**config.mk**
```make
export PLATFORM = sky130hd
export DESIGN_NAME = fu_result_buffer
export DESIGN_NICKNAME = d
export VERILOG_FILES = /design/src/rtl/fu_result_buffer_pkg.sv /design/src/rtl/fu_result_buffer.sv
export SDC_FILE = /design/constraint.sdc
export NUM_CORES = 1
export LEC_CHECK = 0
export ABC_AREA = 0
export CORE_ASPECT_RATIO = 0.7
export CORE_MARGIN = 1.5
export CORE_UTILIZATION = 44
export CTS_CLUSTER_SIZE = 40
export DETAILED_ROUTE_END_ITERATION = 16
export PLACE_DENSITY = 0.83
export RECOVER_POWER = 100
export SYNTH_ARGS = -nofsm -noshare
export SYNTH_HDL_FRONTEND = slang
export SYNTH_SLANG_ARGS = --single-unit
```
**constraint.sdc**
```tcl
create_clock -name clock -period 4.55 [get_ports clock]
set_input_delay 0.91 -clock clock [delete_from_list [all_inputs] [get_ports clock]]
set_output_delay 0.91 -clock clock [all_outputs]
set_load 0.02 [all_outputs]
```
**src/rtl/fu_result_buffer_pkg.sv**
```systemverilog
// Shared result-path types for the functional-unit completion buffers.
// The optional same-cycle bypass is enabled with FU_RESULT_BYPASS_EN.
package fu_result_buffer_pkg;

    localparam int unsigned XLEN   = 32;
    localparam int unsigned ROB    = 32;
    localparam int unsigned NUM_PR = 64;
    localparam int unsigned NUM_FU = 8;

    localparam int unsigned PR_W  = $clog2(NUM_PR);
    localparam int unsigned ROB_W = $clog2(ROB);

    typedef struct packed {
        logic [PR_W-1:0]  dest_pr;
        logic [XLEN-1:0]  dest_value;
        logic [ROB_W-1:0] rob_entry;
        logic             if_take_branch;
        logic [XLEN-1:0]  target_pc;
    } FU_COMPLETE_PACKET;

    // One finish/stall pair per FU slot, exchanged with the complete stage.
    typedef struct packed {
        logic [NUM_FU-1:0] finish;
        logic [NUM_FU-1:0] c_stall;
    } FU_STATE_PACKET;

endpackage

```
**src/rtl/fu_result_buffer.sv**
```systemverilog
// Per-FU result FIFO feeding the complete stage; squash flushes it.
// Define FU_RESULT_BYPASS_EN to let an empty buffer offer fu_packet in the same cycle.
module fu_result_buffer
    import fu_result_buffer_pkg::*;
#(
    parameter int unsigned DEPTH = 2
) (
    input  logic                         clock,
    input  logic                         reset,
    input  logic                         squash,
    input  logic                         fu_valid,
    input  FU_COMPLETE_PACKET            fu_packet,
    output logic                         fu_ready,
    output logic                         fu_finish,
    input  logic                         fu_c_stall,
    output FU_COMPLETE_PACKET            c_out,
    output logic [$clog2(DEPTH+1)-1:0]   count
);

    localparam int unsigned PTR_W = $clog2(DEPTH);
    localparam int unsigned CNT_W = $clog2(DEPTH + 1);
    localparam logic [PTR_W-1:0] LAST_PTR = PTR_W'(DEPTH - 1);
    localparam logic [CNT_W-1:0] FULL_CNT = CNT_W'(DEPTH);

    FU_COMPLETE_PACKET mem [DEPTH];

    logic [PTR_W-1:0] head_q, head_d;
    logic [PTR_W-1:0] tail_q, tail_d;
    logic [CNT_W-1:0] count_q, count_d;
    logic             empty;
    logic             bypass;
    logic             push;
    logic             pop;

    assign empty    = (count_q == '0);
    assign fu_ready = (count_q < FULL_CNT) && !squash;

`ifdef FU_RESULT_BYPASS_EN
    assign bypass = empty && fu_valid && !squash;
`else
    assign bypass = 1'b0;
`endif

    assign fu_finish = !squash && (!empty || bypass);

    // A bypassed result granted this cycle never touches storage.
    assign pop  = fu_finish && !fu_c_stall && !bypass;
    assign push = fu_valid && fu_ready && !(bypass && !fu_c_stall);

    always_comb begin
        c_out = '0;
        if (fu_finish) begin
`ifdef FU_RESULT_BYPASS_EN
            c_out = bypass ? fu_packet : mem[head_q];
`else
            c_out = mem[head_q];
`endif
        end
    end

    always_comb begin
        head_d  = head_q;
        tail_d  = tail_q;
        count_d = count_q;
        if (squash) begin
            head_d  = '0;
            tail_d  = '0;
            count_d = '0;
        end else begin
            if (pop) begin
                head_d = (head_q == LAST_PTR) ? '0 : head_q + PTR_W'(1);
            end
            if (push) begin
                tail_d = (tail_q == LAST_PTR) ? '0 : tail_q + PTR_W'(1);
            end
            count_d = count_q + CNT_W'(push) - CNT_W'(pop);
        end
    end

    always_ff @(posedge clock or negedge reset) begin
        if (!reset) begin
            head_q  <= '0;
            tail_q  <= '0;
            count_q <= '0;
        end else begin
            head_q  <= head_d;
            tail_q  <= tail_d;
            count_q <= count_d;
        end
    end

    // Storage is left unreset; it is only ever read when count is non-zero.
    always_ff @(posedge clock) begin
        if (push) begin
            mem[tail_q] <= fu_packet;
        end
    end

    assign count = count_q;

endmodule
```
==> results of run 1 <==
cell usage in the layout (no fill, tap or decap), types with 2 or more instances in the layout:
cell type,Yosys,routed
dfrtp_1,4,3
inv_6,0,3
inv_1,2,2
ha_1,2,2
diode_2,0,2
nor2_2,19,19
nor2_1,63,62
xnor2_1,2,2
clkinv_1,0,2
buf_4,4,2
nor2b_1,2,2
mux2i_1,76,76
inv_8,0,2
clkinv_4,0,4
dlygate4sd3_1,0,159
clkbuf_16,0,17
edfxtp_1,152,152
clkinv_2,0,2
per-layer routing:
metal	GRT usage	vias up	part of all wire	wire, µm
met3	0.0556	9	0.071	821
met1	0.223	1626	0.45	5170
met5	0	-	0	0
li1	-	1615	-	-
met2	0.267	133	0.47	5510
met4	0.0571	0	0.0084	97
flip-flops by register name (all words and copies together) (netlist names):
| register | cells |
|---|---|
| mem | 152 |
| head_q | 1 |
| count | 2 |
| tail_q | 1 |
path summary, 6_finish.rpt:
check	end	slack, ns	cells past startpoint
setup reg to reg	mem[1][71]	2.02	2
hold reg to reg	count[1]	0.62	2
max in group asynchronous	head_q	3.57	1
setup / recovery	c_out[60]	0.52	5
min in group asynchronous	head_q	0.77	1
hold / removal	count[1]	0.62	2
kinds of logic after synthesis:
logic type,after synthesis,share of synthesized area
compound gates,2,0.00166
xor+xnor,3,0.00437
fa+ha+maj,2,0.00416
buf+inv,20,0.0219
flops,156,0.776
mux,76,0.127
simple gates,88,0.0650
area by class of cell:
class	instances	area (µm²)	share of cell area
sequential	156	4670	0.559
inverter	2	7.51	0.000900
timing repair buffer	165	1650	0.197
clock inverter	15	139	0.0166
clock buffer	17	425	0.0510
tap	185	231	0.0277
antenna	2	5.00	0.000600
multi-input combinational	171	1220	0.147
critical path, delay by kind of cell:
kind	cells	cell delay, ns
buffers and inverters	3	1.56
AND/OR/NAND/NOR	2	0.60
where the power goes:
group	leakage [nW]	internal [mW]	switching, mW	total (mW)
logic	1.27	0.287	0.350	0.636
clock network	0.277	0.762	0.571	1.33
registers	1.45	1.69	0.0664	1.76
total	2.99	2.74	0.987	3.72
per-stage QoR:
step / setup WS (ns) / utilization / power [mW] / hold slack (ns)
after floorplan: 0.719 / - / 2.17 / 0.542
after global placement: 0.720 / 0.589 / 2.46 / 0.604
after detailed placement: 0.699 / 0.589 / 2.48 / 0.612
after CTS: 0.704 / 0.631 / 3.82 / 0.620
after global routing: 0.425 / 0.631 / 3.88 / 0.665
final: 0.516 / 0.631 / 3.72 / 0.616
==> summary.txt, run 1 <==
Routed Antenna Nets - 0
yosys warns - 0
Die Wd - 143 µm
post-synth top area share - 0.760
worst slew pin tran - 1.84 ns
initial antenna violation count - 2
post-CTS sizing - 0
GRT Overall Usage - 0.169
layout cells sized above 1 - 0.108
Pwr per Cell Area - 446 mW/mm²
final hold vios - 0
CORE AREA - 0.0132 mm²
standard-cell rows - 35
initial core utilization - 0.454
Post-synth EDFFs - 152
max cap viols - 2
Synth area leader - edfxtp_1
most area-consuming cells after synthesis - edfxtp_1 (76%), mux2i_1 (13%), nor2_1 (3.9%)
crit-path max cell delay - 0.70 ns
RSZ-0062 raised after global routing - no
area grow syn2layout - 38.9%
later-pin clock latency in the skew report - 0.42 ns
total iterations of the first detailed-routing run - 4
Slew Limit Fails - 108
IO Port Bufs - 160
CTS tree - yes
crit-path cells - dlygate4sd3_1 -> or2_4 -> buf_12 -> nor2_1 -> dlygate4sd3_1
Placer Congestion - 0.817
Final Skew - 0.00541 ns
Cells after Synth - 347
CTS Hold Bufs - 0
DP Wirelength - 7.60 mm
Pleak - 2.99 nW
maximum vdd drop - 0.000261 V
CP Class - input pin to output port
Crit path top cell by count - dlygate4sd3_1
clock-pin slew on the worst setup and hold paths - 0.06 ns
Synth Cell Area - 0.00601 mm²
hold path startpoint - count[1]
Ports - 161
first-pass GRT wire length - 17.8 mm
WL per Instance - 16.3 µm
# DRC - 0
Final Non-Filler Cells - 713
most common flop cell mapped by yosys - edfxtp_1
# placed instances - 679
Slew HR - -0.229
HP Class - register to register
failing checks - max-capacitance violations, max-slew violations
Worst path slowest cell - dlygate4sd3_1
post-CTS setup buffer count - 0
DR iter-0 viols - 142
Commonest cells post-synth - edfxtp_1 (152), mux2i_1 (76), nor2_1 (63)
CP startpoint - squash
total grt overflow - 0
Vias - 3383
Post-synth ARST share - 0.0256
CP Capture Type - output port
Via density - 4.74
post-route minimum period - 4.03 ns
Bufs on Longest Clock Path - 2
root buf cell - clkbuf_16
Arr. time, crit path - 3.12 ns
Final #Nets - 596
H-Tree Depth - 4
most frequent cell after synthesis - edfxtp_1
DP Area - 0.00779 mm²
Num CTS Buffers - 17
Fmax achieved - 0.248 GHz
final wirelength - 11.6 mm
Clock Sinks - 156
CP Launch Type - input pin
pin count of the biggest net entering global routing - 77
Setup TNS - 0 ns
status - complete, but fails checks
mean post-synth cell area - 17.3 µm²
fillers - 948
Worst EP required - 3.64 ns
sequential area share after synthesis - 0.776
DIE HEIGHT - 101 µm
critical path fanouts, max - 45
distinct cell type count of the synthesized netlist - 20
Tcrit/Tclk final - 0.887
synthesis-stage register bit count - 156
Post-Syn Nets - 430
die area - 0.0144 mm²
final setup vio count - 0
Worst R2R Start - count[1]
number of global-route vias before repair - 3413
Final Cell Area - 0.00835 mm²
(Power assumes the default switching activity.)
==> run 2, diff against run 1 <==
--- a/config.mk
+++ b/config.mk
@@ -6,12 +6,14 @@
 export NUM_CORES = 1
 export LEC_CHECK = 0
 export ABC_AREA = 0
+export CAP_MARGIN = 30
 export CORE_ASPECT_RATIO = 0.7
 export CORE_MARGIN = 1.5
-export CORE_UTILIZATION = 44
+export CORE_UTILIZATION = 55
 export CTS_CLUSTER_SIZE = 40
 export DETAILED_ROUTE_END_ITERATION = 16
-export PLACE_DENSITY = 0.83
+export DONT_BUFFER_PORTS = 1
+export PLACE_DENSITY = 0.79
 export RECOVER_POWER = 100
 export SYNTH_ARGS = -nofsm -noshare
 export SYNTH_HDL_FRONTEND = slang
==> summary.txt, run 2 (same netlist as run 1, synthesis figures left out) <==
Arr. time, crit path - 3.34 ns (+0.22 ns)
Vias - 2802 (-17%)
Num CTS Buffers - 17 (unchanged)
DIE HEIGHT - 90.4 µm (-10%)
hold_ws - 0.188 ns (-0.428 ns)
Crit path top cell by count - nor2_1
DR iter-0 viols - 159 (+12%)
Via density - 5.63 (+19%)
crit-path leading delay family - simple AND/OR/NAND/NOR gates
Placer Congestion - 0.734 (-10%)
Ports - 161 (unchanged)
initial core utilization - 0.574 (+0.119)
Largest Register - mem
die area - 0.0116 mm² (-20%)
worst r2r path cells - 4 (+2)
GRT Overall Usage - 0.186 (+0.0169)
Worst EP required - 4.58 ns (+0.94 ns)
RSZ-0062 raised after global routing - no
Setup TNS - 0 ns (unchanged)
IO Port Bufs - 0 (-100%)
number of cells on the critical path - 4 (-1)
CP Capture Type - register
Fmax achieved - 0.302 GHz (+22%)
Routed Antenna Nets - 0 (unchanged)
area occupied by multi-input gates - 0.00117 mm² (-4.6%)
DP Area - 0.00612 mm² (-21%)
post-CTS setup buffer count - 0 (unchanged)
total iterations of the first detailed-routing run - 4 (unchanged)
critical path fanouts, max - 37 (-18%)
first-pass GRT wire length - 15.6 mm (-12%)
number of global-route vias before repair - 2959 (-13%)
DP Wirelength - 6.33 mm (-17%)
Slew HR - -0.0626 (+0.166)
standard-cell rows - 31 (-11%)
CP Class - register to register
Pleak - 2.15 nW (-28%)
Antenna Cells - 0 (-2)
CTS Hold Bufs - 0 (unchanged)
Slew Limit Fails - 32 (-70%)
Final Skew - 0.00510 ns (-0.000304 ns)
later-pin clock latency in the skew report - 0.41 ns (about the same)
max cap viols - 1 (-1)
clock-pin slew on the worst setup and hold paths - 0.06 ns (about the same)
worst slew pin tran - 1.59 ns (-0.249 ns)
Die Wd - 128 µm (-10%)
H-Tree Depth - 4 (unchanged)
Bufs on Longest Clock Path - 2 (unchanged)
Clock Sinks - 156 (unchanged)
final hold vios - 0 (unchanged)
Final #Nets - 436 (-27%)
CP Launch Type - register
area grow syn2layout - 11.2%
initial antenna violation count - 0 (-2)
failing checks - max-capacitance violations, max-slew violations
status - complete, but fails checks
most frequent cells in the layout - edfxtp_1 (152), nor2_1 (82), mux2i_1 (76), clkbuf_16 (17), clkinv_4 (4)
Worst path slowest cell - clkbuf_2
commonest non-fill, non-tap cell in the layout - edfxtp_1
Worst Path Buf+Inv - 1 (-2)
area taken by flip-flops and latches - 0.00467 mm² (unchanged)
CORE AREA - 0.0105 mm² (-21%)
r2r setup slk - 1.24 ns (-0.78 ns)
layout cells sized above 1 - 0.0984 (-0.0100)
final setup vio count - 0 (unchanged)
crit-path max cell delay - 0.90 ns (+0.20 ns)
root buf cell - clkbuf_16
WL per Instance - 20.9 µm (+28%)
crit-path cells - nor2_1 -> nand2_1 -> nor2_1 -> clkbuf_2
fillers - 716 (-24%)
post-route minimum period - 3.31 ns (-0.725 ns)
Final Cell Area - 0.00668 mm² (-20%)
# DRC - 0 (unchanged)
final wirelength - 10.4 mm (-10%)
post-CTS sizing - 0 (unchanged)
CTS tree - yes
Tcrit/Tclk final - 0.727 (-0.159)
Largest register FFs - 152 (unchanged)
maximum vdd drop - 0.000296 V (+14%)
HP Class - input pin to async pin
Pwr per Cell Area - 539 mW/mm² (+21%)
pin count of the biggest net entering global routing - 79 (+2.6%)
total grt overflow - 0 (unchanged)
-- run 2: worst paths after layout --
| path | from | endpoint |
|---|---|---|
| max in group asynchronous | reset | head_q |
| max reg2reg | count[1] | mem[0][11] |
| min | reset | tail_q |
| max | count[1] | mem[0][11] |
| min reg2reg | tail_q | tail_q |
| min in group clock | squash | head_q |
-- run 2: stage by stage --
stage / util / instances / power, mW / setup WS, ns
after floorplan: - / 347 / 2.17 / 0.719
after CTS: 0.641 / 497 / 3.64 / 1.08
after global placement: 0.582 / 464 / 2.21 / 1.56
after detailed placement: 0.584 / 465 / 2.22 / 1.55
after global routing: 0.638 / 498 / 3.72 / 0.946
final: 0.638 / 498 / 3.60 / 1.24
-- run 2: layout make-up --
type                       count  share of cell area
clock inverter                14              0.0255
tap                          132              0.0247
multi-input combinational    171               0.175
inverter                       2             0.00112
sequential                   156               0.699
clock buffer                  18              0.0642
timing repair buffer           5              0.0112
-- run 2: metal layers --
| metal | GRT usage | up-vias | wire length, µm |
|---|---|---|---|
| met5 | 0 | - | 0 |
| met4 | 0.0890 | 0 | 210 |
| met3 | 0.104 | 18 | 1250 |
| met2 | 0.280 | 145 | 4730 |
| met1 | 0.217 | 1350 | 4210 |
| li1 | - | 1289 | - |
-- run 2: where the power goes --
part           leakage, nW  total [mW]  switching [mW]  internal (mW)
Clock                0.286        1.42           0.552          0.864
Sequential            1.45        1.72          0.0339           1.69
Combinational        0.420       0.461           0.332          0.129
Total                 2.15        3.60           0.918           2.68
